$ cat src/rtl/imem_arbiter_if.sv
// Bundle for the instruction-memory arbiter: fetch port, loader port and memory command/response.
// The arbiter uses the slave view; the requesters and the memory array use the master view.
interface imem_arbiter_if #(
  parameter int IDX_W = 16
);
  logic              f_req;
  logic [31:0]       f_addr;
  logic              f_gnt;
  logic              f_rvalid;
  logic [31:0]       f_rdata;
  logic              f_err;

  logic              l_req;
  logic              l_lock;
  logic [31:0]       l_addr;
  logic [31:0]       l_wdata;
  logic              l_gnt;
  logic              l_err;
  logic [15:0]       l_cnt;

  logic              m_en;
  logic              m_we;
  logic [IDX_W-1:0]  m_idx;
  logic [31:0]       m_wdata;
  logic [31:0]       m_rdata;

  modport slave (
    input  f_req, f_addr, l_req, l_lock, l_addr, l_wdata, m_rdata,
    output f_gnt, f_rvalid, f_rdata, f_err, l_gnt, l_err, l_cnt,
           m_en, m_we, m_idx, m_wdata
  );

  modport master (
    output f_req, f_addr, l_req, l_lock, l_addr, l_wdata, m_rdata,
    input  f_gnt, f_rvalid, f_rdata, f_err, l_gnt, l_err, l_cnt,
           m_en, m_we, m_idx, m_wdata
  );
endinterface

$ cat src/rtl/imem_arbiter.sv
// Round-robin arbiter sharing a single-port instruction memory between the fetch port
// (reads) and the program loader (writes), with loader lock, address checks and a write counter.
module imem_arbiter #(
  parameter int DEPTH = 65536,
  parameter int IDX_W = 16
) (
  input  logic            clk,
  input  logic            rst_n,
  imem_arbiter_if.slave   bus
);

  typedef enum logic {
    GNT_FETCH  = 1'b0,
    GNT_LOADER = 1'b1
  } owner_e;

  owner_e       last_q, last_d;
  logic         rvalid_q, rvalid_d;
  logic         ferr_q, ferr_d;
  logic [31:0]  rdata_q, rdata_d;
  logic [15:0]  cnt_q, cnt_d;

  logic         f_bad, l_bad;
  logic         f_gnt, l_gnt;
  logic         m_en, m_we;
  logic [IDX_W-1:0] m_idx;
  logic [31:0]  m_wdata;
  logic [31:0]  f_rdata;

  function automatic logic addr_bad(input logic [31:0] a);
    return (a[1:0] != 2'b00) || ({2'b00, a[31:2]} >= 32'(DEPTH));
  endfunction

  // Grants are gated by rst_n so every output reads zero while reset is held.
  always_comb begin
    f_bad = addr_bad(bus.f_addr);
    l_bad = addr_bad(bus.l_addr);
    f_gnt = 1'b0;
    l_gnt = 1'b0;
    if (rst_n) begin
      if (bus.l_lock) begin
        l_gnt = bus.l_req;
      end else if (bus.f_req && bus.l_req) begin
        f_gnt = (last_q == GNT_LOADER);
        l_gnt = (last_q == GNT_FETCH);
      end else begin
        f_gnt = bus.f_req;
        l_gnt = bus.l_req;
      end
    end
  end

  always_comb begin
    m_en    = 1'b0;
    m_we    = 1'b0;
    m_idx   = '0;
    m_wdata = '0;
    if (f_gnt && !f_bad) begin
      m_en  = 1'b1;
      m_idx = bus.f_addr[IDX_W+1:2];
    end else if (l_gnt && !l_bad) begin
      m_en    = 1'b1;
      m_we    = 1'b1;
      m_idx   = bus.l_addr[IDX_W+1:2];
      m_wdata = bus.l_wdata;
    end
  end

  // Response data comes straight from the memory in the response cycle and is held afterwards.
  always_comb begin
    if (rvalid_q) begin
      f_rdata = ferr_q ? 32'h0 : bus.m_rdata;
    end else begin
      f_rdata = rdata_q;
    end
  end

  always_comb begin
    last_d = last_q;
    if (!bus.l_lock) begin
      if (f_gnt) begin
        last_d = GNT_FETCH;
      end else if (l_gnt) begin
        last_d = GNT_LOADER;
      end
    end
    rvalid_d = f_gnt;
    ferr_d   = f_gnt && f_bad;
    rdata_d  = rvalid_q ? f_rdata : rdata_q;
    cnt_d    = cnt_q;
    if (l_gnt && !l_bad && (cnt_q != 16'hFFFF)) begin
      cnt_d = cnt_q + 16'd1;
    end
  end

  always_ff @(posedge clk or negedge rst_n) begin
    if (!rst_n) begin
      last_q   <= GNT_LOADER;
      rvalid_q <= 1'b0;
      ferr_q   <= 1'b0;
      rdata_q  <= 32'h0;
      cnt_q    <= 16'h0;
    end else begin
      last_q   <= last_d;
      rvalid_q <= rvalid_d;
      ferr_q   <= ferr_d;
      rdata_q  <= rdata_d;
      cnt_q    <= cnt_d;
    end
  end

  assign bus.f_gnt    = f_gnt;
  assign bus.f_rvalid = rvalid_q;
  assign bus.f_rdata  = f_rdata;
  assign bus.f_err    = rvalid_q && ferr_q;
  assign bus.l_gnt    = l_gnt;
  assign bus.l_err    = l_gnt && l_bad;
  assign bus.l_cnt    = cnt_q;
  assign bus.m_en     = m_en;
  assign bus.m_we     = m_we;
  assign bus.m_idx    = m_idx;
  assign bus.m_wdata  = m_wdata;

endmodule

$ cat src/flat_wrapper.sv
// flat-port wrapper written by rule: the top's interface ports become plain ports
module imem_arbiter_flat 
#(
  parameter int DEPTH = 65536,
  parameter int IDX_W = 16
)
  (clk, rst_n, bus_f_req, bus_f_addr, bus_l_req, bus_l_lock, bus_l_addr, bus_l_wdata, bus_m_rdata, bus_f_gnt, bus_f_rvalid, bus_f_rdata, bus_f_err, bus_l_gnt, bus_l_err, bus_l_cnt, bus_m_en, bus_m_we, bus_m_idx, bus_m_wdata);
  imem_arbiter_if #(.IDX_W(IDX_W)) bus_i ();
  input  logic clk;
  input  logic rst_n;
  input wire logic [$bits(bus_i.f_req)-1:0] bus_f_req;
  input wire logic [$bits(bus_i.f_addr)-1:0] bus_f_addr;
  input wire logic [$bits(bus_i.l_req)-1:0] bus_l_req;
  input wire logic [$bits(bus_i.l_lock)-1:0] bus_l_lock;
  input wire logic [$bits(bus_i.l_addr)-1:0] bus_l_addr;
  input wire logic [$bits(bus_i.l_wdata)-1:0] bus_l_wdata;
  input wire logic [$bits(bus_i.m_rdata)-1:0] bus_m_rdata;
  output wire logic [$bits(bus_i.f_gnt)-1:0] bus_f_gnt;
  output wire logic [$bits(bus_i.f_rvalid)-1:0] bus_f_rvalid;
  output wire logic [$bits(bus_i.f_rdata)-1:0] bus_f_rdata;
  output wire logic [$bits(bus_i.f_err)-1:0] bus_f_err;
  output wire logic [$bits(bus_i.l_gnt)-1:0] bus_l_gnt;
  output wire logic [$bits(bus_i.l_err)-1:0] bus_l_err;
  output wire logic [$bits(bus_i.l_cnt)-1:0] bus_l_cnt;
  output wire logic [$bits(bus_i.m_en)-1:0] bus_m_en;
  output wire logic [$bits(bus_i.m_we)-1:0] bus_m_we;
  output wire logic [$bits(bus_i.m_idx)-1:0] bus_m_idx;
  output wire logic [$bits(bus_i.m_wdata)-1:0] bus_m_wdata;
  assign bus_i.f_req = bus_f_req;
  assign bus_i.f_addr = bus_f_addr;
  assign bus_i.l_req = bus_l_req;
  assign bus_i.l_lock = bus_l_lock;
  assign bus_i.l_addr = bus_l_addr;
  assign bus_i.l_wdata = bus_l_wdata;
  assign bus_i.m_rdata = bus_m_rdata;
  assign bus_f_gnt = bus_i.f_gnt;
  assign bus_f_rvalid = bus_i.f_rvalid;
  assign bus_f_rdata = bus_i.f_rdata;
  assign bus_f_err = bus_i.f_err;
  assign bus_l_gnt = bus_i.l_gnt;
  assign bus_l_err = bus_i.l_err;
  assign bus_l_cnt = bus_i.l_cnt;
  assign bus_m_en = bus_i.m_en;
  assign bus_m_we = bus_i.m_we;
  assign bus_m_idx = bus_i.m_idx;
  assign bus_m_wdata = bus_i.m_wdata;
  imem_arbiter #(.DEPTH(DEPTH), .IDX_W(IDX_W)) u_core (.clk(clk), .rst_n(rst_n), .bus(bus_i));
endmodule
$ cat config.mk
export PLATFORM = sky130hd
export DESIGN_NAME = imem_arbiter_flat
export DESIGN_NICKNAME = d
export VERILOG_FILES = /design/src/rtl/imem_arbiter_if.sv /design/src/rtl/imem_arbiter.sv /design/src/flat_wrapper.sv
export SDC_FILE = /design/constraint.sdc
export NUM_CORES = 1
export LEC_CHECK = 0
export CORE_MARGIN = 8
export CORE_UTILIZATION = 33
export DETAILED_ROUTE_END_ITERATION = 6
export GPL_TIMING_DRIVEN = 0
export PLACE_DENSITY = 0.79
export REMOVE_ABC_BUFFERS = 1
export SETUP_SLACK_MARGIN = 0.1
export SYNTH_ARGS = -nofsm -noshare
export SYNTH_HDL_FRONTEND = slang
export SYNTH_SLANG_ARGS = --single-unit
$ cat constraint.sdc
create_clock -name clk -period 1.9 [get_ports clk]
set_input_delay 0.19 -clock clk [delete_from_list [all_inputs] [get_ports clk]]
set_output_delay 0.19 -clock clk [all_outputs]
set_load 0.1 [all_outputs]
==> flow_metrics.py, run 1 <==
metrics = {
    "timing": {
        "timing_hold_violations_final": 0,
        "setup_tns_ns": -18.27,
        "slew_violations": 0,
        "finalClockSkew_ns": 0.0179,
        "setup_ws_ns": -0.381,
        "achievable-frequency_mhz": 438,
        "worst_slew_pin_slew_ns": 1.09,
        "finalSetupViolations": 71,
        "min_period_over_period": 1.20,
        "rsz0062_at_grt": "true",
        "holdWs_ns": 0.0903,
        "worst_slew_margin_rel": 0.269,
        "period_minus_slack_ns": 2.28,
    },
    "finish": {
        "antenna-diode-count": 0,
        "proportion_of_layout_cells_with_a_drive_suffix_above_1": 0.492,
        "final_net_count": 759,
        "finish.utilization": 0.936,
        "layout.cells.most_common": "sky130_fd_sc_hd__clkdlybuf4s50_1",
        "flow.area_growth_from_synthesis_pct": 173,
        "mostFrequentLayoutCells": "115 x sky130_fd_sc_hd__clkdlybuf4s50_1, 68 x sky130_fd_sc_hd__buf_12, 49 x sky130_fd_sc_hd__dfrtp_1",
        "ff_latch_area_sq_um": 1280,
        "fill_cell_total_of_the_finished_layout": 226,
        "multi_input_comb_area_sq_um": 2280,
    },
    "clock_network": {
        "number_of_cts_inserted_buffers": 5,
        "root_buffer_cell": "sky130_fd_sc_hd__clkbuf_8",
        "clock_insertion_delay_worst_skew_ns": 0.31,
        "clk_pin_slew_worst_paths_ns": 0.09,
        "tritoncts": "built",
        "clock_sinks": 51,
        "maximum_count_of_clock_buffers_along_a_single_path": 2,
        "clock_tree.htree_level_count": 2,
    },
    "yosys": {
        "ys_seq_elements": 51,
        "synth.yosys.seq_area_share": 0.451,
        "synthDistinctLibCells": 35,
        "synthesis.instances": 332,
        "synthesis.area_per_instance_sq_um": 8.52,
        "synth_area_sq_um": 2830,
        "synth_top_area_frac": 0.442,
        "yosys.area.top_type": "sky130_fd_sc_hd__dfrtp_1",
        "post_synth_main_area_contributors": "sky130_fd_sc_hd__dfrtp_1 44%, sky130_fd_sc_hd__o21ai_0 12%, sky130_fd_sc_hd__and3_1 7.3%",
        "ys_warn_count": 0,
    },
    "grt": {
        "grt_antenna_before_repair": 0,
        "grt_first_pass_wirelength_mm": 27.3,
        "grt_max_degree": 35,
        "vias_in_the_first_global_route": 4390,
        "gr-total-overflow": 0,
        "all_layer_gr_usage": 0.307,
    },
    "placed_design": {
        "gp_congestion": 0.787,
        "hpwl_mm": 10.4,
        "io_buffers": 235,
    },
    "detailed_routing": {
        "routedWlPerCell_microns": 30.7,
        "dr_total_vias": 4369,
        "dr.first_iter.drc_count": 300,
        "totalWireLength_mm": 22.4,
        "vias_per_cell": 5.98,
        "drcViolationCount": 2,
        "drt-pass1-iter-count": 7,
        "postRouteAntennaNets": 0,
    },
    "pwr": {
        "power.ir.vdd_worst_v": 0.000401,
        "seqPwrFrac": 0.248,
        "p_int_uw": 2850,
        "power.static_leakage_uw": 0.00333,
        "sw_frac_of_total": 0.482,
        "report.power.total_uw": 5500,
        "power_switching_uw": 2650,
        "clock_power_share": 0.145,
        "p_comb_frac": 0.607,
        "power.density_cell_area_nw_per_um2": 712,
    },
    "worst_setup_path": {
        "classification_of_the_worst_setup_path": "flip-flop to primary output",
        "cp-endpoint": "bus_m_wdata[16]",
        "timing.critical_path.arrival_ns": 2.09,
        "worstRegToRegCells": 10,
        "endpoint_kind": "primary output",
        "r2r_slack_ns": -0.01,
        "cp-start-kind": "flip-flop",
        "crit_path_cell_trace": "nand2_2 > o211ai_1 > buf_4 > buf_4 > clkinvlp_4 > and3_4 > buf_6",
        "worst_path_largest_cell_delay_ns": 0.56,
        "reg2reg_from": "u_core.last_q",
        "regToRegEndpoint": "u_core.bus.l_cnt[4]",
        "cpMostUsedCell": "sky130_fd_sc_hd__buf_4",
        "cp_max_fo": 8,
        "critPathSlowestCell": "sky130_fd_sc_hd__dfstp_2",
        "worstPathRequired_ns": 1.71,
        "timing.critical_path.from": "u_core.last_q",
    },
    "job": {
        "timing.max_cap.violations": 0,
    },
    "worst_hold_path": {
        "worstHoldPathType": "primary input to asynchronous set/reset pin",
    },
    "status": {
        "failed_checks": "design-rule violations, negative setup slack",
        "outcome": "finished, violations left",
    },
    "floorplanning": {
        "floorplan.initialDensity": 0.343,
        "die_area_sq_um": 11800,
        "design.portCount": 236,
        "dieHeight_microns": 109,
        "row_count": 33,
        "core_ar_sq_um": 8260,
        "chipWidth_microns": 109,
    },
}
-- cell type report --
class	count	area share
repair inverters	4	0.00405
flip-flops and latches	51	0.166
inverters	37	0.0194
clock buffers	5	0.00890
well taps	105	0.0170
clock inverters	3	0.00599
multi-input cells	225	0.294
repair buffers	301	0.484
-- power by group through the flow --
stage	registers [uW]	clock network (uW)	logic, uW
after global placement	1330	0	2210
after global routing	1360	852	3400
final	1360	800	3340
after floorplan	1330	0	1520
after CTS	1300	795	2890
after detailed placement	1340	0	2250
-- logic make-up (layout without fill, tap and decap cells) --
kind of cell / Yosys count / in the layout / synth area share
buffers and inverters: 58 / 350 / 0.0805
XOR/XNOR: 12 / 12 / 0.0371
flip-flops: 51 / 51 / 0.451
AND/OR/NAND/NOR: 121 / 123 / 0.238
AO/OA/AOI/OAI: 85 / 85 / 0.173
multiplexers: 4 / 4 / 0.0159
adder cells (fa/ha/maj): 1 / 1 / 0.00442
-- what timing repair did --
item	CTS	global route
endpoints found under the setup margin	149	102
gates cloned	10	0
hold endpoints to repair	32	0
resized for setup	950	149
pin swaps	20	19
setup buffers	37	19
hold buffers	5	0
-- worst max-delay path: cells and delay by family (launching register included) --
kind	cells	cell delay, ns
simple gates	2	0.30
flops	1	0.56
compound gates	1	0.21
buf+inv	4	0.72
-- synthesized netlist by cell type (all sizes together) --
cell    number
o211ai       1
nand4        9
nand3b       1
dfstp        1
clkbuf      17
o21ai       66
nand2       40
xnor2       11
nor3         4
buf          4
xor2         1
and2         2
nand2b       2
a22o        16
a31oi        1
nand3        8
mux2         4
nor2         6
a21oi        1
nor4b        1
ha           1
nor4        10
dfrtp       50
nor2b        3
or2          1
and4         1
inv         37
and3        33
-- registers in the layout (all words and copies together), names as in the netlist --
signal,count
u_core.last_q,1
u_core.bus.f_rvalid,1
u_core.rdata_q,32
u_core.bus.l_cnt,16
u_core.ferr_q,1
-- layer usage --
metal / GRT usage / vias to the layer above / part of all wire
met2: 0.552 / 373 / 0.49
met3: 0.101 / 112 / 0.099
met1: 0.308 / 2143 / 0.33
li1: - / 1741 / -
met4: 0.171 / 0 / 0.078
met5: 0 / - / 0
-- through the flow --
step / worst slack, ns / instances / area [sq um]
2_1_floorplan: -2.27 / 311 / 2740
3_3_place_gp: -3.92 / 651 / 5230
3_5_place_dp: -2.11 / 653 / 5270
4_1_cts: -0.245 / 713 / 7030
5_1_grt: -0.398 / 731 / 7730
6_report: -0.381 / 731 / 7730
-- worst min-delay path by stage --
stage	start	endpoint	slack, ns	cells after the start
6_report	rst_n	u_core.last_q	0.09	4
2_1_floorplan	rst_n	u_core.bus.f_rvalid	-0.11	0
3_3_place_gp	u_core.bus.l_cnt[5]	u_core.bus.l_cnt[5]	0.49	1
4_1_cts	rst_n	u_core.last_q	0.07	4
3_5_place_dp	rst_n	u_core.rdata_q[15]	0.21	1
5_1_grt	rst_n	u_core.last_q	0.08	4
(Power assumes the default switching activity.)
==> run 2, diff against run 1 <==
--- a/config.mk
+++ b/config.mk
@@ -6,10 +6,10 @@
 export NUM_CORES = 1
 export LEC_CHECK = 0
 export CORE_MARGIN = 8
-export CORE_UTILIZATION = 33
+export CORE_UTILIZATION = 35
 export DETAILED_ROUTE_END_ITERATION = 6
 export GPL_TIMING_DRIVEN = 0
-export PLACE_DENSITY = 0.79
+export PLACE_DENSITY = 0.83
 export REMOVE_ABC_BUFFERS = 1
 export SETUP_SLACK_MARGIN = 0.1
 export SYNTH_ARGS = -nofsm -noshare
==> constraint.sdc (replaced) <==
create_clock -name clk -period 3 [get_ports clk]
set_input_delay 0.3 -clock clk [delete_from_list [all_inputs] [get_ports clk]]
set_output_delay 0.3 -clock clk [all_outputs]
set_load 0.1 [all_outputs]
==> flow_metrics.py, run 2 (synthesized netlist as in run 1, its figures left out) <==
metrics = {
    "placed_design": {
        "io_buffers": 235,
        "gp_congestion": 0.820,
        "hpwl_mm": 9.92,
    },
    "finish": {
        "largest_register_ff_count": 32,
        "largest_register_by_flop_count": "u_core.rdata_q",
        "final_net_count": 698,
        "finish.utilization": 0.694,
        "fill_cell_total_of_the_finished_layout": 607,
        "flow.area_growth_from_synthesis_pct": 96.6,
        "proportion_of_layout_cells_with_a_drive_suffix_above_1": 0.211,
        "antenna-diode-count": 0,
        "layout.cells.most_common": "sky130_fd_sc_hd__clkdlybuf4s50_1",
        "mostFrequentLayoutCells": "150 x sky130_fd_sc_hd__clkdlybuf4s50_1, 66 x sky130_fd_sc_hd__o21ai_0, 62 x sky130_fd_sc_hd__clkdlybuf4s15_2",
    },
    "floorplanning": {
        "floorplan.initialDensity": 0.353,
        "row_count": 33,
        "dieHeight_microns": 106,
        "chipWidth_microns": 106,
        "core_ar_sq_um": 8010,
        "die_area_sq_um": 11200,
        "design.portCount": 236,
    },
    "worst_hold_path": {
        "worstHoldPathType": "primary input to asynchronous set/reset pin",
    },
    "detailed_routing": {
        "dr.first_iter.drc_count": 93,
        "drt-pass1-iter-count": 4,
        "drcViolationCount": 0,
        "dr_total_vias": 3308,
        "vias_per_cell": 4.94,
        "routedWlPerCell_microns": 18.3,
        "totalWireLength_mm": 12.3,
        "postRouteAntennaNets": 0,
    },
    "grt": {
        "grt.busiest_layer": "met2",
        "grt_util_met2": 0.375,
        "vias_in_the_first_global_route": 3539,
        "grt_util_met1": 0.208,
        "grt_max_degree": 37,
        "met3_usage": 0.0859,
        "all_layer_gr_usage": 0.206,
        "grt_antenna_before_repair": 0,
        "grt_first_pass_wirelength_mm": 18.7,
        "gr-total-overflow": 0,
    },
    "worst_setup_path": {
        "cp_max_fo": 21,
        "cp-start-kind": "primary input",
        "timing.critical_path.arrival_ns": 2.48,
        "crit_path_cell_trace": "clkdlybuf4s50_1 > nor4_2 > and4_4 > nand2_4 > clkinv_2 > a22o_1 > buf_4",
        "classification_of_the_worst_setup_path": "primary input to primary output",
        "worstPathRequired_ns": 2.70,
        "worst_path_largest_cell_delay_ns": 0.45,
        "critPathSlowestCell": "sky130_fd_sc_hd__nor4_2",
        "endpoint_kind": "primary output",
    },
    "pwr": {
        "power.static_leakage_uw": 0.00240,
        "seqPwrFrac": 0.314,
        "power.ir.vdd_worst_v": 0.000189,
        "clock_power_share": 0.153,
        "p_comb_frac": 0.533,
        "sw_frac_of_total": 0.487,
        "power.density_cell_area_nw_per_um2": 476,
        "power_switching_uw": 1290,
        "report.power.total_uw": 2650,
        "p_int_uw": 1360,
    },
    "timing": {
        "rsz0062_at_grt": "false",
        "finalSetupViolations": 0,
        "min_period_over_period": 0.928,
        "finalClockSkew_ns": 0.0125,
        "timing_hold_violations_final": 0,
        "period_minus_slack_ns": 2.78,
        "slew_violations": 0,
        "achievable-frequency_mhz": 359,
        "worst_slew_margin_rel": 0.300,
        "worst_slew_pin_slew_ns": 1.05,
    },
    "clock_network": {
        "root_buffer_cell": "sky130_fd_sc_hd__clkbuf_8",
        "number_of_cts_inserted_buffers": 5,
        "tritoncts": "built",
        "clock_tree.htree_level_count": 2,
        "clock_insertion_delay_worst_skew_ns": 0.30,
        "maximum_count_of_clock_buffers_along_a_single_path": 2,
        "clk_pin_slew_worst_paths_ns": 0.10,
        "clock_sinks": 51,
    },
    "job": {
        "timing.max_cap.violations": 0,
    },
    "status": {
        "outcome": "finished clean",
    },
}
==> run 2: per-layer routing <==
layer  share of wire  vias up  wire length, microns
li1                -     1605                     -
met1            0.35     1516                  4350
met2            0.51      165                  6310
met3            0.10       22                  1230
met4           0.030        0                   373
met5               0        -                     0
==> run 2: worst max-delay path: cells and delay by family <==
kind            cells  cell delay [ns]
compound gates      1             0.19
buf+inv             3             0.98
simple gates        3             1.00
==> run 2: worst paths after layout <==
path                                   endpoint  cells past startpoint           startpoint  slack [ns]
max reg2reg                u_core.bus.l_cnt[11]                      8        u_core.last_q        0.88
min                         u_core.bus.l_cnt[4]                      3                rst_n        0.06
max                               bus_m_idx[10]                      7        bus_l_addr[1]        0.22
min in group clk            u_core.bus.l_cnt[5]                      1  u_core.bus.l_cnt[5]        0.51
max in group asynchronous   u_core.bus.f_rvalid                      3                rst_n        2.75
min reg2reg                 u_core.bus.l_cnt[5]                      1  u_core.bus.l_cnt[5]        0.51
==> run 2: cell type report <==
type	instances	area (sq um)	share of cell area
Inverter	37	144	0.0259
Sequential cell	51	1280	0.230
Timing Repair inverter	1	7.51	0.00135
Clock buffer	7	86.3	0.0155
Timing Repair Buffer	244	2530	0.456
Multi-Input combinational cell	224	1370	0.247
Tap cell	105	131	0.0236
Clock inverter	1	8.76	0.00157
==> run 2: through the flow <==
step	hold WS, ns	setup TNS, ns	cell area, sq um	setup WS (ns)	instances
after floorplan	0.00441	-50.80	2740	-1.28	311
after global placement	0.486	-229.42	5230	-2.95	651
after detailed placement	0.355	-53.00	5300	-1.17	654
after CTS	0.0243	0	5480	0.100	666
after global routing	0.0588	0	5560	0.104	670
final	0.0634	0	5560	0.216	670
==> run 2: timing repair <==
item	in CTS	in global routing
endpoints found under the hold margin	0	26
setup endpoints to repair	87	46
pin swaps	1	1
gates resized for setup	331	12
gates cloned	1	1
buffers inserted	3	0
hold buffers	0	3
==> run 2: power groups by stage <==
stage | registers [uW] | logic (uW) | clock network [uW]
after floorplan | 843 | 960 | 0
after global placement | 845 | 1390 | 0
after detailed placement | 846 | 1430 | 0
after CTS | 833 | 1410 | 422
after global routing | 845 | 1480 | 453
final | 833 | 1410 | 405
